<file path="src/rtl/perf_monitor.sv">
// perf_monitor: nine event counters (branch, bus and cache activity) gated
// by a start/stop run state, with sticky wrap flags, synchronous clear and
// a one-cycle-latency read port.
module perf_monitor #(
  parameter int CW = 32
) (
  input  logic        clk_core,
  input  logic        reset,
  input  logic        ex_valid,
  input  logic        ex_br,
  input  logic        ex_br_miss,
  input  logic        bus_cmd_valid,
  input  logic        bus_cmd_beat,
  input  logic        bus_cmd_read,
  input  logic        ic_req,
  input  logic        ic_hit,
  input  logic        dc_req,
  input  logic        dc_hit,
  input  logic        start,
  input  logic        stop,
  input  logic        clear,
  input  logic        rd_req,
  input  logic [3:0]  rd_addr,
  output logic        rd_valid,
  output logic [31:0] rd_data,
  output logic        counting
);

  // state | meaning
  // IDLE  | counters hold their values
  // RUN   | counters advance on qualified events
  typedef enum logic {IDLE, RUN} state_t;

  localparam int NCNT = 9;

  state_t            state, state_nxt;
  logic [CW-1:0]     cnt [NCNT];
  logic [NCNT-1:0]   ovf;
  logic [NCNT-1:0]   inc;
  logic              ic_req_q, dc_req_q;
  logic [31:0]       rd_mux;

  // run-state register
  always_ff @(posedge clk_core or posedge reset) begin
    if (reset) state <= IDLE;
    else       state <= state_nxt;
  end

  // next state and run indication; start together with stop is ignored
  always_comb begin
    state_nxt = state;
    counting  = 1'b0;
    case (state)
      IDLE: if (start && !stop) state_nxt = RUN;
      RUN: begin
        counting = 1'b1;
        if (stop && !start) state_nxt = IDLE;
      end
      default: state_nxt = IDLE;
    endcase
  end

  // cache lookups resolve one cycle after the request, so hold the request
  // flag; it is captured in any state and only qualified when the hit arrives
  always_ff @(posedge clk_core or posedge reset) begin
    if (reset) begin
      ic_req_q <= 1'b0;
      dc_req_q <= 1'b0;
    end else if (clear) begin
      ic_req_q <= 1'b0;
      dc_req_q <= 1'b0;
    end else begin
      ic_req_q <= ic_req;
      dc_req_q <= dc_req;
    end
  end

  // per-counter event strobes, indexed by read address
  always_comb begin
    inc    = '0;
    inc[0] = ex_valid & ex_br;
    inc[1] = ex_valid & ex_br_miss;
    inc[2] = bus_cmd_valid;
    inc[3] = bus_cmd_beat & bus_cmd_read;
    inc[4] = bus_cmd_beat & ~bus_cmd_read;
    inc[5] = ic_req_q & ic_hit;
    inc[6] = ic_req_q & ~ic_hit;
    inc[7] = dc_req_q & dc_hit;
    inc[8] = dc_req_q & ~dc_hit;
  end

  // counters and sticky wrap flags; clear beats any same-cycle increment
  always_ff @(posedge clk_core or posedge reset) begin
    if (reset) begin
      for (int i = 0; i < NCNT; i++) cnt[i] <= '0;
      ovf <= '0;
    end else if (clear) begin
      for (int i = 0; i < NCNT; i++) cnt[i] <= '0;
      ovf <= '0;
    end else if (counting) begin
      for (int i = 0; i < NCNT; i++) begin
        if (inc[i]) begin
          cnt[i] <= cnt[i] + CW'(1);
          if (&cnt[i]) ovf[i] <= 1'b1;
        end
      end
    end
  end

  // read selection from the current (pre-increment, pre-clear) values
  always_comb begin
    rd_mux = '0;
    if (rd_addr < 4'd9)       rd_mux[CW-1:0] = cnt[rd_addr];
    else if (rd_addr == 4'd9) rd_mux[8:0]    = ovf;
  end

  // registered read response; data forced to zero when no response
  always_ff @(posedge clk_core or posedge reset) begin
    if (reset) begin
      rd_valid <= 1'b0;
      rd_data  <= '0;
    end else begin
      rd_valid <= rd_req;
      rd_data  <= rd_req ? rd_mux : 32'd0;
    end
  end

endmodule

</file>
<file path="config.mk">
export PLATFORM = sky130hd
export DESIGN_NAME = perf_monitor
export DESIGN_NICKNAME = d
export VERILOG_FILES = /design/src/rtl/perf_monitor.sv
export SDC_FILE = /design/constraint.sdc
export NUM_CORES = 1
export LEC_CHECK = 0
export BUFFER_PORTS_ARGS = -buffer_cell sky130_fd_sc_hd__buf_2
export CAP_MARGIN = 20
export CORE_MARGIN = 2
export CORE_UTILIZATION = 35
export CTS_CLUSTER_SIZE = 8
export DETAILED_ROUTE_END_ITERATION = 10
export GPL_TIMING_DRIVEN = 1
export PLACE_DENSITY = 0.62
export SLEW_MARGIN = 20
export SYNTH_ARGS = -nofsm -noshare
export SYNTH_HDL_FRONTEND = slang
export SYNTH_SLANG_ARGS = --single-unit
</file>
<file path="constraint.sdc">
create_clock -name clk_core -period 20.9 [get_ports clk_core]
set_input_delay 3.135 -clock clk_core [delete_from_list [all_inputs] [get_ports clk_core]]
set_output_delay 3.135 -clock clk_core [all_outputs]
set_load 0.05 [all_outputs]
</file>
==> results_dict.tcl, run 1 <==
set metrics [dict create \
    nets 1829 \
    place_congestion 0.834 \
    synthFlopType "dfrtp_1" \
    synth_area_um2 18000 \
    crit_chain "buf_8, buf_12, inv_1, a2111oi_2, nand3_1, xnor2_1, nor2_1" \
    synth_top_cell_by_area "dfrtp_1" \
    drt_iter0_drc 1346 \
    routed_via_density 5.64 \
    hp-class "reg -> reg" \
    slowest_delay_ns 0.80 \
    grt_setup_unrepaired "no" \
    path_clk_slew_ns 0.05 \
    ioPinCount 54 \
    antennaDiodeCount 0 \
    rows 83 \
    slew_headroom 0.182 \
    regArea_um2 8330 \
    synth_nets 1796 \
    critPathLaunchType "input port" \
    syn_to_final_growth_pct 12.5 \
    numCtsBuffers 47 \
    drive_above_1_share 0.128 \
    start_util 0.353 \
    netlist_instances 1767 \
    overflow 0 \
    clock_skew_ns 0.0186 \
    ctsLongestPathBuffers 3 \
    cts_tree "yes" \
    multiInputGateArea_um2 9280 \
    timing_worst_setup_path_type "in -> reg" \
    num_vias 14000 \
    post_cts_buffers 0 \
    firstDrtPassIters 4 \
    p_total_w 0.00139 \
    ys_seq_elements 333 \
    netlist.area_leader.share 0.462 \
    leakage_nw 8.41 \
    syn_avg_cell_area_um2 10.2 \
    place_inst 2430 \
    fin_area_um2 20300 \
    antenna_found_initial 0 \
    final_cells 2483 \
    finalCritPeriodShare 0.275 \
    clock_latency_ns 0.56 \
    grt_max_degree 205 \
    required_ns 21.29 \
    outcome "finished, final reports clean" \
    track_usage 0.188 \
    peakVddDrop_mv 0.0615 \
    die_area_um2 53300 \
    worst-path-buf-inv 3 \
    cp.arrival_ns 6.14 \
    die_x_um 231 \
    portBuffers 53 \
    finalCriticalPeriod_ns 5.76 \
    end_kind "register" \
    synth_cell_types 56 \
    synth-edff-count 0 \
    cts-resized-gates 0 \
    critPathTopFamily "buffers and inverters" \
    totalNegativeSetupSlack_ns 0 \
    routedWlPerCell_um 20.0 \
    drv_slew 0 \
    cpMaxStageDelayCell "a2111oi_2" \
    max_slew.worst_pin.slew_ns 1.22 \
    antenna_left 0 \
    die_h_um 231 \
    hold_violations 0 \
    synth_seq_area_share 0.462 \
    power_density_nw_per_um2 68.5 \
    core_area_um2 51100 \
    h-tree-depth 2 \
    drv_cap 0 \
    cts_hold_buf 0 \
    grt_pass1_vias 13400 \
    drt_wl_total_um 49600 \
    synth.area.top_cells "dfrtp_1, xor2_1, mux4_2" \
    crit_fanout 204 \
    synth_warnings 0 \
    root_buffer "clkbuf_16" \
    cts_sinks 333 \
    setup_viol 0 \
    fmax_ghz 0.174 \
    nFillCells 4963 \
    drcViolationCount 0 \
    ys_async_sr_fraction 1.00 \
    grt_pass1_wl_um 79300 \
    hpwl_um 34300 \
    place_area_um2 19000 \
]
## where the power goes
group          internal, W  switching (W)  leakage, nW
logic            0.0000140      0.0000443         3.16
clock network     0.000405       0.000273        0.611
registers         0.000648     0.00000277         4.64
## flip-flops by register name, indices dropped and copies added (netlist names)
name      cells
rd_data      32
cnt         288
dc_req_q      1
state         1
rd_valid      1
ic_req_q      1
ovf           9
## worst paths after layout
kind,start,to,slack [ns],depth (start not counted)
setup / recovery,clear,cnt[25],15.14,7
hold / removal,ovf[8],ovf[8],0.54,2
setup reg to reg,state,ovf[4],18.24,6
hold reg to reg,ovf[8],ovf[8],0.54,2
max in group asynchronous,reset,cnt[179],16.64,3
min in group asynchronous,reset,cnt[87],2.76,2
## synthesized netlist by cell type (13+ instances only)
cell	n
mux2i_1	45
nand3_1	118
nor2_1	301
xnor2_1	76
inv_1	29
and4_1	24
or3_1	30
nand4_1	109
nand2_1	79
buf_2	16
a21oi_1	34
xor2_1	169
and2_1	24
o21ai_0	28
buf_1	13
and3_1	38
mux4_2	64
nor4_1	27
clkbuf_1	56
mux2_2	21
dfrtp_1	333
nor3_1	40
## metrics by stage
step / utilization / worst slack, ns / hold slack, ns
after floorplan: - / 8.54 / 0.456
after global placement: 0.372 / 14.65 / 0.514
after detailed placement: 0.372 / 14.65 / 0.517
after CTS: 0.396 / 15.22 / 0.545
after global routing: 0.397 / 14.91 / 0.562
final: 0.397 / 15.14 / 0.539
## kinds of logic after synthesis
kind of cell / Yosys count / share of synthesized area
flip-flops: 333 / 0.462
adder cells (fa/ha/maj): 10 / 0.00681
XOR/XNOR: 245 / 0.119
AO/OA/AOI/OAI: 106 / 0.0376
AND/OR/NAND/NOR: 826 / 0.230
multiplexers: 130 / 0.118
buffers and inverters: 117 / 0.0263
## area by class of cell
type                    count  share of cell area
repair buffers             72              0.0214
flip-flops and latches    333               0.411
clock buffers              50              0.0601
clock inverters             2             0.00124
multi-input cells        1317               0.458
well taps                 680              0.0420
inverters                  29             0.00574
## routing by layer
metal | wire length (µm) | global-route usage | part of all wire | vias up
li1 | - | - | - | 6345
met1 | 23000 | 0.281 | 0.46 | 7096
met2 | 22000 | 0.280 | 0.44 | 473
met3 | 3100 | 0.0267 | 0.063 | 81
met4 | 1420 | 0.0579 | 0.029 | 0
met5 | 0 | 0 | 0 | -
## worst reg2reg max path, cell delays in order (launching register included)
cell and delay (ns):
dfrtp_1 0.34, buf_4 0.30, and3b_1 0.43, o211ai_2 0.24
or2_4 0.38, nor4_1 0.71, o21a_1 0.19
## placed cells by master (no fill, tap or decap), types with 34 or more instances in the layout
master,synthesis,layout
clkbuf_16,0,48
mux2i_1,45,45
nor3_1,40,39
nand4_1,109,109
xnor2_1,76,76
buf_2,16,52
and3_1,38,38
nor2_1,301,301
a21oi_1,34,34
dfrtp_1,333,333
nand3_1,118,118
nand2_1,79,79
xor2_1,169,169
mux4_2,64,64
(Power assumes the default switching activity.)
==> inputs of run 2 (changes only) <==
ABC_AREA = 1   (was unset)
PLACE_DENSITY = 0.64   (was 0.62)
clock period = 4.9 ns   (was 20.9 ns; I/O delays follow)
==> run 2 against run 1 <==
Effect of this change: critical path depth is 1 higher; largest power group unchanged; critical endpoint is now rd_data[22]; largest cell class unchanged; final cell count is 63% higher; clock power grew to 4.3 times the previous value; wire length is 35% higher; via count is 48% higher.
==> results_dict.tcl, run 2 <==
set metrics [dict create \
    crit_chain "buf_2, inv_2, nand2_1, nand2_1, nand2_1, a21oi_1, o21ai_0, inv_1" \
    ctsLongestPathBuffers 3 \
    grt_setup_unrepaired "no" \
    netlist.area_leader.share 0.399 \
    place_area_um2 21900 \
    preCtsSetupSlack_ns 1.81 \
    netlist_instances 3245 \
    setup_ws_ns 2.33 \
    h-tree-depth 2 \
    root_buffer "clkbuf_16" \
    post_cts_buffers 0 \
    synth_warnings 0 \
    synth.area.top_cells "dfrtp_1, nand2_1, nor2_1" \
    antenna_found_initial 0 \
    core_area_um2 59000 \
    start_util 0.353 \
    portBuffers 53 \
    drt_wl_total_um 66800 \
    place_inst 4000 \
    final_common_cell "nand2_1" \
    syn_to_final_growth_pct 10.8 \
    regMostFlops "cnt" \
    hold_violations 0 \
    grt_pass1_vias 19000 \
    cts_tree "yes" \
    leakage_nw 10.5 \
    antenna_left 0 \
    die_x_um 248 \
    grt_max_degree 115 \
    clock_skew_ns 0.0206 \
    syn_avg_cell_area_um2 6.43 \
    largest_reg_flops 288 \
    die_area_um2 61600 \
    p_total_w 0.00616 \
    timing_worst_setup_path_type "in -> reg" \
    max_slew.worst_pin.slew_ns 0.957 \
    cpMaxStageDelayCell "nand2_1" \
    hpwl_um 49700 \
    cts_sinks 333 \
    synth_top_cell_by_area "dfrtp_1" \
    final_cells 4053 \
    drv_cap 0 \
    setup_viol 0 \
    required_ns 5.37 \
    fin_area_um2 23100 \
    synthMostInstantiatedCell "nand2_1" \
    finalCriticalPeriod_ns 2.57 \
    synth-edff-count 0 \
    grt_pass1_wl_um 106000 \
    overflow 0 \
    finalCritPeriodShare 0.525 \
    end_kind "register" \
    synth_nets 3274 \
    hp-class "in -> async" \
    place_congestion 0.940 \
    die_h_um 248 \
    rows 89 \
    track_usage 0.220 \
    ys_seq_elements 333 \
    firstDrtPassIters 6 \
    r2r_start "state" \
    clock_latency_ns 0.58 \
    cp.arrival_ns 3.04 \
    drive_above_1_share 0.0497 \
    crit_fanout 40 \
    path_clk_slew_ns 0.05 \
    fmax_ghz 0.389 \
    layout_common_cells "nand2_1, nor2_1, inv_1" \
    routedWlPerCell_um 16.5 \
    synth_area_um2 20900 \
    synth_seq_area_share 0.399 \
    slowest_delay_ns 0.66 \
    startpoint "rd_addr[2]" \
    num_vias 20700 \
    reg_top3 "cnt (288), rd_data (32), ovf (9)" \
    ys_async_sr_fraction 1.00 \
    outcome "finished, final reports clean" \
    critPathLaunchType "input port" \
    peakVddDrop_mv 0.270 \
    routed_via_density 5.12 \
    reg2reg_depth 8 \
    drcViolationCount 0 \
    cts_hold_buf 0 \
    critPathMostFrequentCell "nand2_1" \
    whs_ns 0.316 \
    slew_headroom 0.362 \
    synth_cell_types 37 \
    drv_slew 0 \
    power_density_nw_per_um2 266 \
    cts-resized-gates 0 \
    nets 3305 \
    synthFlopType "dfrtp_1" \
    drt_iter0_drc 1818 \
    ioPinCount 54 \
    numCtsBuffers 47 \
    synthTopCellsByCount "nand2_1, nor2_1, inv_1, dfrtp_1, nand3_1" \
]
## run 2: through the flow
stage          utilization  TNS [ns]
2_1_floorplan            -    -94.45
3_3_place_gp         0.371         0
3_5_place_dp         0.371         0
4_1_cts              0.392         0
5_1_grt              0.392         0
6_report             0.392         0
## run 2: logic make-up (layout without fill, tap and decap cells)
logic type / count (synthesis) / count (layout) / synth area share
simple gates: 2016 / 2016 / 0.404
compound gates: 395 / 395 / 0.0982
flops: 333 / 333 / 0.399
fa+ha+maj: 9 / 9 / 0.00540
other cells: 0 / 1 / 0
buf+inv: 489 / 523 / 0.0916
xor+xnor: 3 / 3 / 0.00126
## run 2: path summary, 6_finish.rpt
kind	endpoint	slack, ns
max	rd_data[22]	2.33
min reg2reg	cnt[113]	0.52
min	cnt[42]	0.32
min in group clk_core	state	0.33
max in group asynchronous	cnt[193]	3.42
max reg2reg	cnt[58]	2.48
## run 2: layout make-up
cell class	count	area [µm²]
Tap cell	773	967
Antenna cell	1	2.50
Timing Repair Buffer	74	475
Inverter	397	1500
Sequential cell	333	8330
Clock inverter	3	26.3
Clock buffer	49	1190
Fill cell	6224	35900
Multi-Input combinational cell	2423	10600
## run 2: critical path, delay by kind of cell
kind / cells / cell delay, ns
buffers and inverters: 3 / 0.96
and+or+nand+nor: 3 / 1.08
AOI/OAI and AO/OA: 2 / 0.24
## run 2: power breakdown
group          switching (W)  internal [W]
combinational       0.000366     0.0000941
sequential         0.0000171       0.00278
clock                0.00121       0.00170
## run 2: layer usage
layer  part of all wire  GRT usage
met1               0.47      0.318
met4              0.040     0.0868
met5                  0          0
met3              0.071     0.0318
met2               0.42      0.330
